`config.mk`:
```
export PLATFORM = sky130hd
export DESIGN_NAME = alu_share_arb
export DESIGN_NICKNAME = d
export VERILOG_FILES = /design/src/rtl/alu_pkg.sv /design/src/rtl/alu.sv /design/src/rtl/rr_arbiter.sv /design/src/rtl/alu_share_arb.sv
export SDC_FILE = /design/constraint.sdc
export NUM_CORES = 1
export LEC_CHECK = 0
export CAP_MARGIN = 20
export CORE_UTILIZATION = 49
export CTS_CLUSTER_DIAMETER = 30
export DETAILED_ROUTE_END_ITERATION = 7
export HOLD_SLACK_MARGIN = 0.1
export PLACE_DENSITY = 0.84
export SLEW_MARGIN = 20
export SYNTH_ARGS = -nofsm -noshare
export SYNTH_HDL_FRONTEND = slang
export SYNTH_SLANG_ARGS = --single-unit
```
`constraint.sdc`:
```
create_clock -name clk -period 4.04 [get_ports clk]
set_input_delay 0.808 -clock clk [delete_from_list [all_inputs] [get_ports clk]]
set_output_delay 0.808 -clock clk [all_outputs]
set_load 0.02 [all_outputs]
```
`src/rtl/alu_pkg.sv`:
```
// Shared types and constants for the shared-ALU arbiter slice.
package alu_pkg;

    localparam int unsigned DATA_W = 32;
    localparam int unsigned OP_W   = 3;

    typedef enum logic [OP_W-1:0] {
        ALU_ADD = 3'd0,
        ALU_SUB = 3'd1,
        ALU_AND = 3'd2,
        ALU_OR  = 3'd3,
        ALU_XOR = 3'd4
    } alu_op_e;

    localparam logic [DATA_W-1:0] ALU_ILLEGAL_RESULT = 32'hDEADBEEF;

    typedef enum logic [1:0] {
        IDLE = 2'd0,
        EXEC = 2'd1,
        RESP = 2'd2
    } arb_state_e;

endpackage

```
`src/rtl/alu.sv`:
```
// Combinational 32-bit ALU; opcodes above XOR return a marker value and flag an error.
module alu
    import alu_pkg::*;
(
    input  logic [DATA_W-1:0] a,
    input  logic [DATA_W-1:0] b,
    input  logic [OP_W-1:0]   op,
    output logic [DATA_W-1:0] y_c,
    output logic              err_c
);

    // Opcode decode; add/sub wrap naturally at the result width
    always_comb begin
        y_c   = '0;
        err_c = 1'b0;
        case (op)
            ALU_ADD: y_c = a + b;
            ALU_SUB: y_c = a - b;
            ALU_AND: y_c = a & b;
            ALU_OR:  y_c = a | b;
            ALU_XOR: y_c = a ^ b;
            default: begin
                y_c   = ALU_ILLEGAL_RESULT;
                err_c = 1'b1;
            end
        endcase
    end

endmodule

```
`src/rtl/rr_arbiter.sv`:
```
// Combinational round-robin pick: first set request at or above ptr, with wrap.
module rr_arbiter #(
    parameter int unsigned NUM_REQ = 4,
    parameter int unsigned ID_W    = $clog2(NUM_REQ)
) (
    input  logic [NUM_REQ-1:0] req,
    input  logic [ID_W-1:0]    ptr,
    output logic [NUM_REQ-1:0] gnt_c,
    output logic [ID_W-1:0]    idx_c,
    output logic               any_c
);

    // Scan NUM_REQ positions starting at ptr, keep the first hit
    always_comb begin
        int unsigned k;
        k     = 0;
        gnt_c = '0;
        idx_c = '0;
        any_c = 1'b0;
        for (int unsigned i = 0; i < NUM_REQ; i++) begin
            k = 32'(ptr) + i;
            if (k >= NUM_REQ) k = k - NUM_REQ;
            if (!any_c && req[ID_W'(k)]) begin
                any_c             = 1'b1;
                idx_c             = ID_W'(k);
                gnt_c[ID_W'(k)]   = 1'b1;
            end
        end
    end

endmodule

```
`src/rtl/alu_share_arb.sv`:
```
// Shares one ALU among NUM_REQ requesters: grant (IDLE) -> evaluate (EXEC) -> respond (RESP).
// Optional counters built when ALU_ARB_PERF_EN is defined.
module alu_share_arb
    import alu_pkg::*;
#(
    parameter int unsigned NUM_REQ = 4,
    parameter int unsigned ID_W    = $clog2(NUM_REQ)
) (
    input  logic                      clk,
    input  logic                      rst,
    input  logic [NUM_REQ-1:0]        req_valid,
    output logic [NUM_REQ-1:0]        req_ready,
    input  logic [NUM_REQ*DATA_W-1:0] req_a,
    input  logic [NUM_REQ*DATA_W-1:0] req_b,
    input  logic [NUM_REQ*OP_W-1:0]   req_op,
    output logic [NUM_REQ-1:0]        rsp_valid,
    input  logic [NUM_REQ-1:0]        rsp_ready,
    output logic [DATA_W-1:0]         rsp_data,
`ifdef ALU_ARB_PERF_EN
    output logic [31:0]               op_count,
    output logic [15:0]               err_count,
`endif
    output logic                      rsp_err
);

    arb_state_e          state_q, state_d;
    logic [ID_W-1:0]     rr_ptr_q;
    logic [ID_W-1:0]     id_q;
    logic [DATA_W-1:0]   a_q, b_q;
    logic [OP_W-1:0]     op_q;
    logic [NUM_REQ-1:0]  gnt;
    logic [ID_W-1:0]     gnt_idx;
    logic                gnt_any;
    logic [DATA_W-1:0]   alu_y;
    logic                alu_err;
    logic                grant_c;
    logic                rsp_done_c;

    rr_arbiter #(.NUM_REQ(NUM_REQ), .ID_W(ID_W)) u_arb (
        .req   (req_valid),
        .ptr   (rr_ptr_q),
        .gnt_c (gnt),
        .idx_c (gnt_idx),
        .any_c (gnt_any)
    );

    alu u_alu (
        .a     (a_q),
        .b     (b_q),
        .op    (op_q),
        .y_c   (alu_y),
        .err_c (alu_err)
    );

    // Next state and handshake strobes; req_ready is only ever raised in IDLE
    always_comb begin
        state_d    = state_q;
        req_ready  = '0;
        grant_c    = 1'b0;
        rsp_done_c = 1'b0;
        case (state_q)
            IDLE: begin
                if (!rst && gnt_any) begin
                    req_ready = gnt;
                    grant_c   = 1'b1;
                    state_d   = EXEC;
                end
            end
            EXEC: state_d = RESP;
            RESP: begin
                if (rsp_ready[id_q]) begin
                    rsp_done_c = 1'b1;
                    state_d    = IDLE;
                end
            end
            default: state_d = IDLE;
        endcase
    end

    // State register
    always_ff @(posedge clk) begin
        if (rst) state_q <= IDLE;
        else     state_q <= state_d;
    end

    // Operand capture, rr pointer, registered response
    always_ff @(posedge clk) begin
        if (rst) begin
            rr_ptr_q  <= '0;
            id_q      <= '0;
            a_q       <= '0;
            b_q       <= '0;
            op_q      <= '0;
            rsp_valid <= '0;
            rsp_data  <= '0;
            rsp_err   <= 1'b0;
        end else begin
            if (grant_c) begin
                a_q      <= req_a[DATA_W*gnt_idx +: DATA_W];
                b_q      <= req_b[OP_W*0 + DATA_W*gnt_idx +: DATA_W];
                op_q     <= req_op[OP_W*gnt_idx +: OP_W];
                id_q     <= gnt_idx;
                rr_ptr_q <= (gnt_idx == ID_W'(NUM_REQ-1)) ? '0 : gnt_idx + ID_W'(1);
            end
            if (state_q == EXEC) begin
                rsp_data  <= alu_y;
                rsp_err   <= alu_err;
                rsp_valid <= NUM_REQ'(1) << id_q;
            end
            if (rsp_done_c) rsp_valid <= '0;
        end
    end

`ifdef ALU_ARB_PERF_EN
    // Completed-response counter (wraps) and illegal-op counter (saturates)
    always_ff @(posedge clk) begin
        if (rst) begin
            op_count  <= '0;
            err_count <= '0;
        end else if (rsp_done_c) begin
            op_count <= op_count + 32'd1;
            if (rsp_err && err_count != 16'hFFFF) err_count <= err_count + 16'd1;
        end
    end
`endif

endmodule

```
# == Word-level counts from Yosys, hierarchy flattened ==
# Index checks and enable logic that the tools add are counted.
# word_totals
regBits,110
in_bits,278
output_inout_bits,41
wordCells,115
# classes
add_sub_neg,10
mul,1
magnitude_cmp,13
n_eq_ne,9
shift,4
mux,46
n_bitwise,6
n_reduce_logical,17
# op_table
cell,n
variable part select 128 x 8 -> 32 bit,2
case mux 32 bit (5 select lines),1
adder 32 bit,1
bitwise AND 32 bit,1
bitwise OR 32 bit,1
subtractor 32 bit,1
XOR 32 bit,1
2-to-1 mux 4 bit,6
2-to-1 mux 2 bit,11
2-to-1 mux 1 bit,18
"< comparator 2 x 3 -> 1 bit, second input constant",5
bitwise OR 4 bit,3
variable part select 12 x 5 -> 3 bit,1
binary-select mux 1 bit (select 2 bit),5
"greater-or-equal comparator 3 bit, second input constant",3
demux 1 bit (select 2 bit),4
"greater-or-equal comparator 2 x 1 -> 1 bit, second input constant",4
logical AND 1 bit,8
"subtractor 2 x 1 -> 2 bit, second input constant",4
"adder 2 x 2 -> 3 bit, second input constant",2
"equality test 3 x 2 -> 1 bit, second input constant",2
case mux 2 bit (3 select lines),1
OR reduction 5 bit,1
"equality test 2 bit, second input constant",2
14 further kinds,18

# == Depth between registers and ports, before layout ==
# Gate-level depths: netlist of the first run.
# logic_depth
word_depth,17
mapped_depth,17

# == By module ==
# A second synthesis of the first run with hierarchy kept.
# unflattened
hier_cells,1259
hier_area_um2,10413.7
# modules_own_cells
module,instances,cells_each,area_each_um2,seq_area_each_um2
alu_share_arb,1,563,5641.7,2202.1
alu,1,651,4350.4,0.0
rr_arbiter,1,45,421.7,0.0

# == Worst setup path after synthesis of the first run ==
# Ideal clock, no wire load.
# synth_timing
kind,reg-to-reg
start,reg b_q[12]
end,reg rsp_data[30]
setup_ps,101
arrival_ps,3574
slack_ps,365
path_stages_with_launch,15
n_path_buf,1
synth_period_minus_slack_ps,3675
path_cell_list,dfxtp_1 or4_4 or3_4 nand4b_4 o31ai_1 xnor2_1 ha_1 clkbuf_1 nand4_1 nor2_1 and2_1 nand2_1 o311ai_1 mux2_2 o41ai_1
# synth_via
elab_chain_cells,2
word_cells_on_any_way,3
cone_classes,2 x add/sub; 1 x mux
# synth_lines
item,line_no,rtl
start: declaration,alu_share_arb.sv:29,"logic [DATA_W-1:0] a_q, b_q;"
start signal: assignment,alu_share_arb.sv:100,b_q <= req_b[OP_W*0 + DATA_W*gnt_idx +: DATA_W];
subtractor 32 bit or adder 32 bit (tied branches),"alu.sv:18, alu.sv:17",
case mux 32 bit (5 select lines) (*),alu.sv:16,case (op)
end signal: assignment,alu_share_arb.sv:106,rsp_data <= alu_y;
end: declaration,alu_share_arb.sv:18,"output logic [DATA_W-1:0] rsp_data,"
# Every way passes the cells marked *; elsewhere a longest branch is shown, timed or not.
# A chain may end at the register's enable or synchronous reset.

# == Final worst setup path of the first run ==
# layout_timing
start,reg b_q[6]
end,reg rsp_data[31]
# The elaborated chain is that of the path after synthesis.

==> flow_summary.toml, run 1 <==
[yosys]
synth_top_area_share_pct = 21.4
synth_area_per_cell_um2 = 7.75
yosys-top-cells-count = "168 x nand2_1, 123 x a21oi_1, 110 x dfxtp_1, 104 x ha_1, 94 x nor2_1"
synthCells = 1328
synth_nets = 1711
synth_edf_count = 0
yosysMostFrequentCell = "nand2_1"
async_reset_ff_share_pct = 0
ys_seq_elements = 110
yosysTopAreaCell = "dfxtp_1"
yosysUniqueCellTypes = 73
yosysWarnings = 0
synth_flop_cell = "dfxtp_1"
yosysSeqAreaShare_pct = 21.4
synth_area_um2 = 10300
synthTopCellsByArea = "dfxtp_1 21%, ha_1 13%, mux2i_1 7.1%"

[power_and_ir_drop]
p_total_w = 0.0126
p_leak_nw = 6.08
vdd_drop_max_mv = 0.497
swShare_pct = 51.8
power_density_nw_per_um2 = 888
netSwitchingPower_w = 0.00653
pwr-share-clk_pct = 7.2
internal_power_w = 0.00609
pwr-share-comb_pct = 75.1
seqPwrFrac_pct = 17.7

[finish]
fin_area_um2 = 14200
n_antenna_cell = 0
drive_gt1_share_pct = 7.68
areaGrowthSynthToFinish_pct = 38.1
nets = 2005
nFillCells = 1738
stdcell_count = 1897

[worst_setup_path]
path_cells = "or4_1 -> nor3_2 -> nand2_1 -> nor2_1 -> buf_4 -> nand3_1 -> o31ai_2 -> xnor2_1 -> ha_1 -> a21o_1 -> o41a_1 -> or3_1 -> o22ai_1 -> xnor2_1 -> o32ai_1"
cp-end-kind = "flip-flop"
slowest_delay_ps = 590
crit_family = "simple AND/OR/NAND/NOR gates"
critPathBufInv = 1
crit_fanout = 5
cp.depth = 15
worstReg2RegStart = "b_q[6]$_SDFFE_PP0P_"
critPathSlowestCell = "or4_1"
start_kind = "flip-flop"
worstPathArrival_ps = 4080
rr_worst_depth = 15
path_common_cell = "xnor2_1"
cp.required_ps = 4270
crit_type = "reg -> reg"
r2r-end = "rsp_data[31]$_SDFFE_PP0N_"
ff2ff_setup_slack_ps = 190

[floorplanning]
start_util_pct = 50.4
dieArea_um2 = 21600
num_io_pins = 319
core-area_um2 = 20400
die_w_um = 147
rows = 52
die_height_um = 147

[clocking]
htreeDepth = 3
cts.sinks = 110
cts-root-buf = "clkbuf_16"
insertion_delay_ps = 370
clk_pin_slew_ps = 80
tritoncts = "built"
cts-buffers-inserted = 9
clockBufferDepth = 2
holdBufCountCts = 0

[timing]
fin_skew_ps = 10.6
clock.fmax_mhz = 259
worstMarginPinSlew_ps = 991
max_slew_margin_pct = 33.7
rsz0062_at_grt = "yes"
finalSetupViolCount = 0
final_hold_viol_count = 0
fin_crit_sh_pct = 95.4
final_max_slew_viol_count = 0
fin_crit_ps = 3850
fin_setup_tns_ps = 0

[detailed_routing]
drt_drc_violations_left = 0
drt_iter0_markers = 901
drtPass1Iterations = 8
routedWlPerCell_um = 19.6
via_per_inst = 5.94
final_antenna_net_count = 0
vias = 11276
wl_mm = 37.1

[flow_run]
drv_cap = 0

[grt]
grt_pass1_vias = 10973
grt_max_degree = 80
grt_pass1_wl_mm = 58.4
antenna_found_initial = 0
grt_usage_pct = 34.3
grt.overflow.total = 0

[placed_design]
gp_congestion = 0.944
port_buffers = 318
postPlaceCellArea_um2 = 13800
dp_hpwl_mm = 28.6
placed_cells = 1881

[hold_path]
hp-class = "reg -> reg"
min_path_cells = 2
hold_end = "rsp_data[4]$_SDFFE_PP0N_"
min_from = "rsp_data[4]$_SDFFE_PP0N_"

[outcome]
status = "completed"
-- sequential cells by signal (all words and copies together), names as in the netlist, named ones only --
signal     flops
rsp_data      32
op_q           3
a_q           32
state_q        2
rsp_err        1
b_q           32
id_q           2
rsp_valid      4
rr_ptr_q       1
-- layout make-up --
class / instances / area (um^2) / share of cell area (%)
clock inverters: 7 / 66.3 / 0.467
well taps: 270 / 338 / 2.38
multi-input cells: 1041 / 7370 / 51.9
flip-flops and latches: 110 / 2200 / 15.5
inverters: 82 / 308 / 2.17
clock buffers: 9 / 225 / 1.58
repair buffers: 378 / 3700 / 26.0
-- layout by cell type (no fill, tap or decap), drive strengths merged, types with 3 or more instances in the layout --
cell type | Yosys | layout
a211oi | 13 | 13
or2 | 4 | 4
and3 | 7 | 7
ha | 104 | 104
o211ai | 8 | 8
o31ai | 14 | 14
o21ai | 47 | 47
xnor2 | 42 | 42
a22oi | 34 | 34
clkbuf | 58 | 9
mux2i | 73 | 73
o21a | 7 | 7
nand2b | 7 | 7
nand2 | 168 | 168
nor3 | 24 | 24
nand3 | 9 | 9
clkdlybuf4s50 | 0 | 313
o22ai | 23 | 23
mux4 | 3 | 3
or3 | 39 | 39
buf | 37 | 61
a21o | 17 | 17
a31o | 3 | 3
nor2b | 7 | 7
and2 | 6 | 6
o32ai | 3 | 3
nand4 | 10 | 10
o41ai | 6 | 6
dlymetal6s2s | 0 | 4
a31oi | 11 | 11
dfxtp | 110 | 110
a211o | 33 | 33
o221ai | 44 | 44
xor2 | 12 | 12
nor2 | 94 | 94
a21oi | 123 | 123
inv | 82 | 86
a221oi | 9 | 9
nor3b | 6 | 6
nor4 | 4 | 4
-- worst reg2reg max path, delay by kind of cell, from the launching register on --
kind | cells | cell delay, ps
xor gates and xnor gates | 2 | 290
AOI/OAI and AO/OA | 5 | 1110
and+or+nand+nor | 6 | 1530
adders and majority gates | 1 | 280
buffers and inverters | 1 | 150
DFF | 1 | 340
-- power by group through the flow --
stage	logic [W]	registers, W	clock network (W)
after floorplan	0.00656	0.00211	0
after global placement	0.00907	0.00222	0
after detailed placement	0.00921	0.00223	0
after CTS	0.00928	0.00221	0.000922
after global routing	0.0103	0.00229	0.000962
final	0.00947	0.00224	0.000911
-- layer usage --
metal / track usage [%] / part of all wire [%]
met2: 59.2 / 48
met3: 4.57 / 6.6
met4: 15.8 / 4.6
met5: 0 / 0
met1: 42.3 / 41
-- cell families (layout without fill, tap and decap cells) --
family | Yosys count | after routing | synth area share, %
AO/OA/AOI/OAI | 413 | 413 | 27.8
XOR/XNOR | 54 | 54 | 4.60
adder cells (fa/ha/maj) | 105 | 105 | 12.8
buffers and inverters | 177 | 476 | 7.88
flip-flops | 110 | 110 | 21.4
multiplexers | 78 | 78 | 7.98
AND/OR/NAND/NOR | 391 | 391 | 17.5
-- worst max path at each step --
stage	end	from	slack, ps
finish	rsp_data[31]$_SDFFE_PP0N_	b_q[6]$_SDFFE_PP0P_	190
global route	rsp_data[30]$_SDFFE_PP0N_	b_q[6]$_SDFFE_PP0P_	-10
CTS	req_ready[2]	flip-flop	60
detailed placement	rsp_data[31]$_SDFFE_PP0N_	b_q[6]$_SDFFE_PP0P_	120
global placement	req_ready[2]	req_valid[2]	160
floorplan	rsp_data[30]$_SDFFE_PP0N_	b_q[12]$_SDFFE_PP0P_	370
-- through the flow --
step                hold slack, ps  utilization (%)  worst slack [ps]
floorplan                      465                -               365
global placement               442             67.8               157
detailed placement             446             67.8               116
CTS                            457             69.2              65.0
global route                   474             69.6             -14.5
finish                         454             69.6               185
-- what timing repair did --
action	in CTS	in global routing
resized for setup	0	15
endpoints found under the setup margin	0	13
setup buffers	0	0
(Power assumes the default switching activity.)
==> run 2: changes to the inputs <==
ABC_CLOCK_PERIOD_IN_PS = 4040   (was default)
==> results of run 2 <==
Final layout, timing and power as in run 1 (identical DEF).
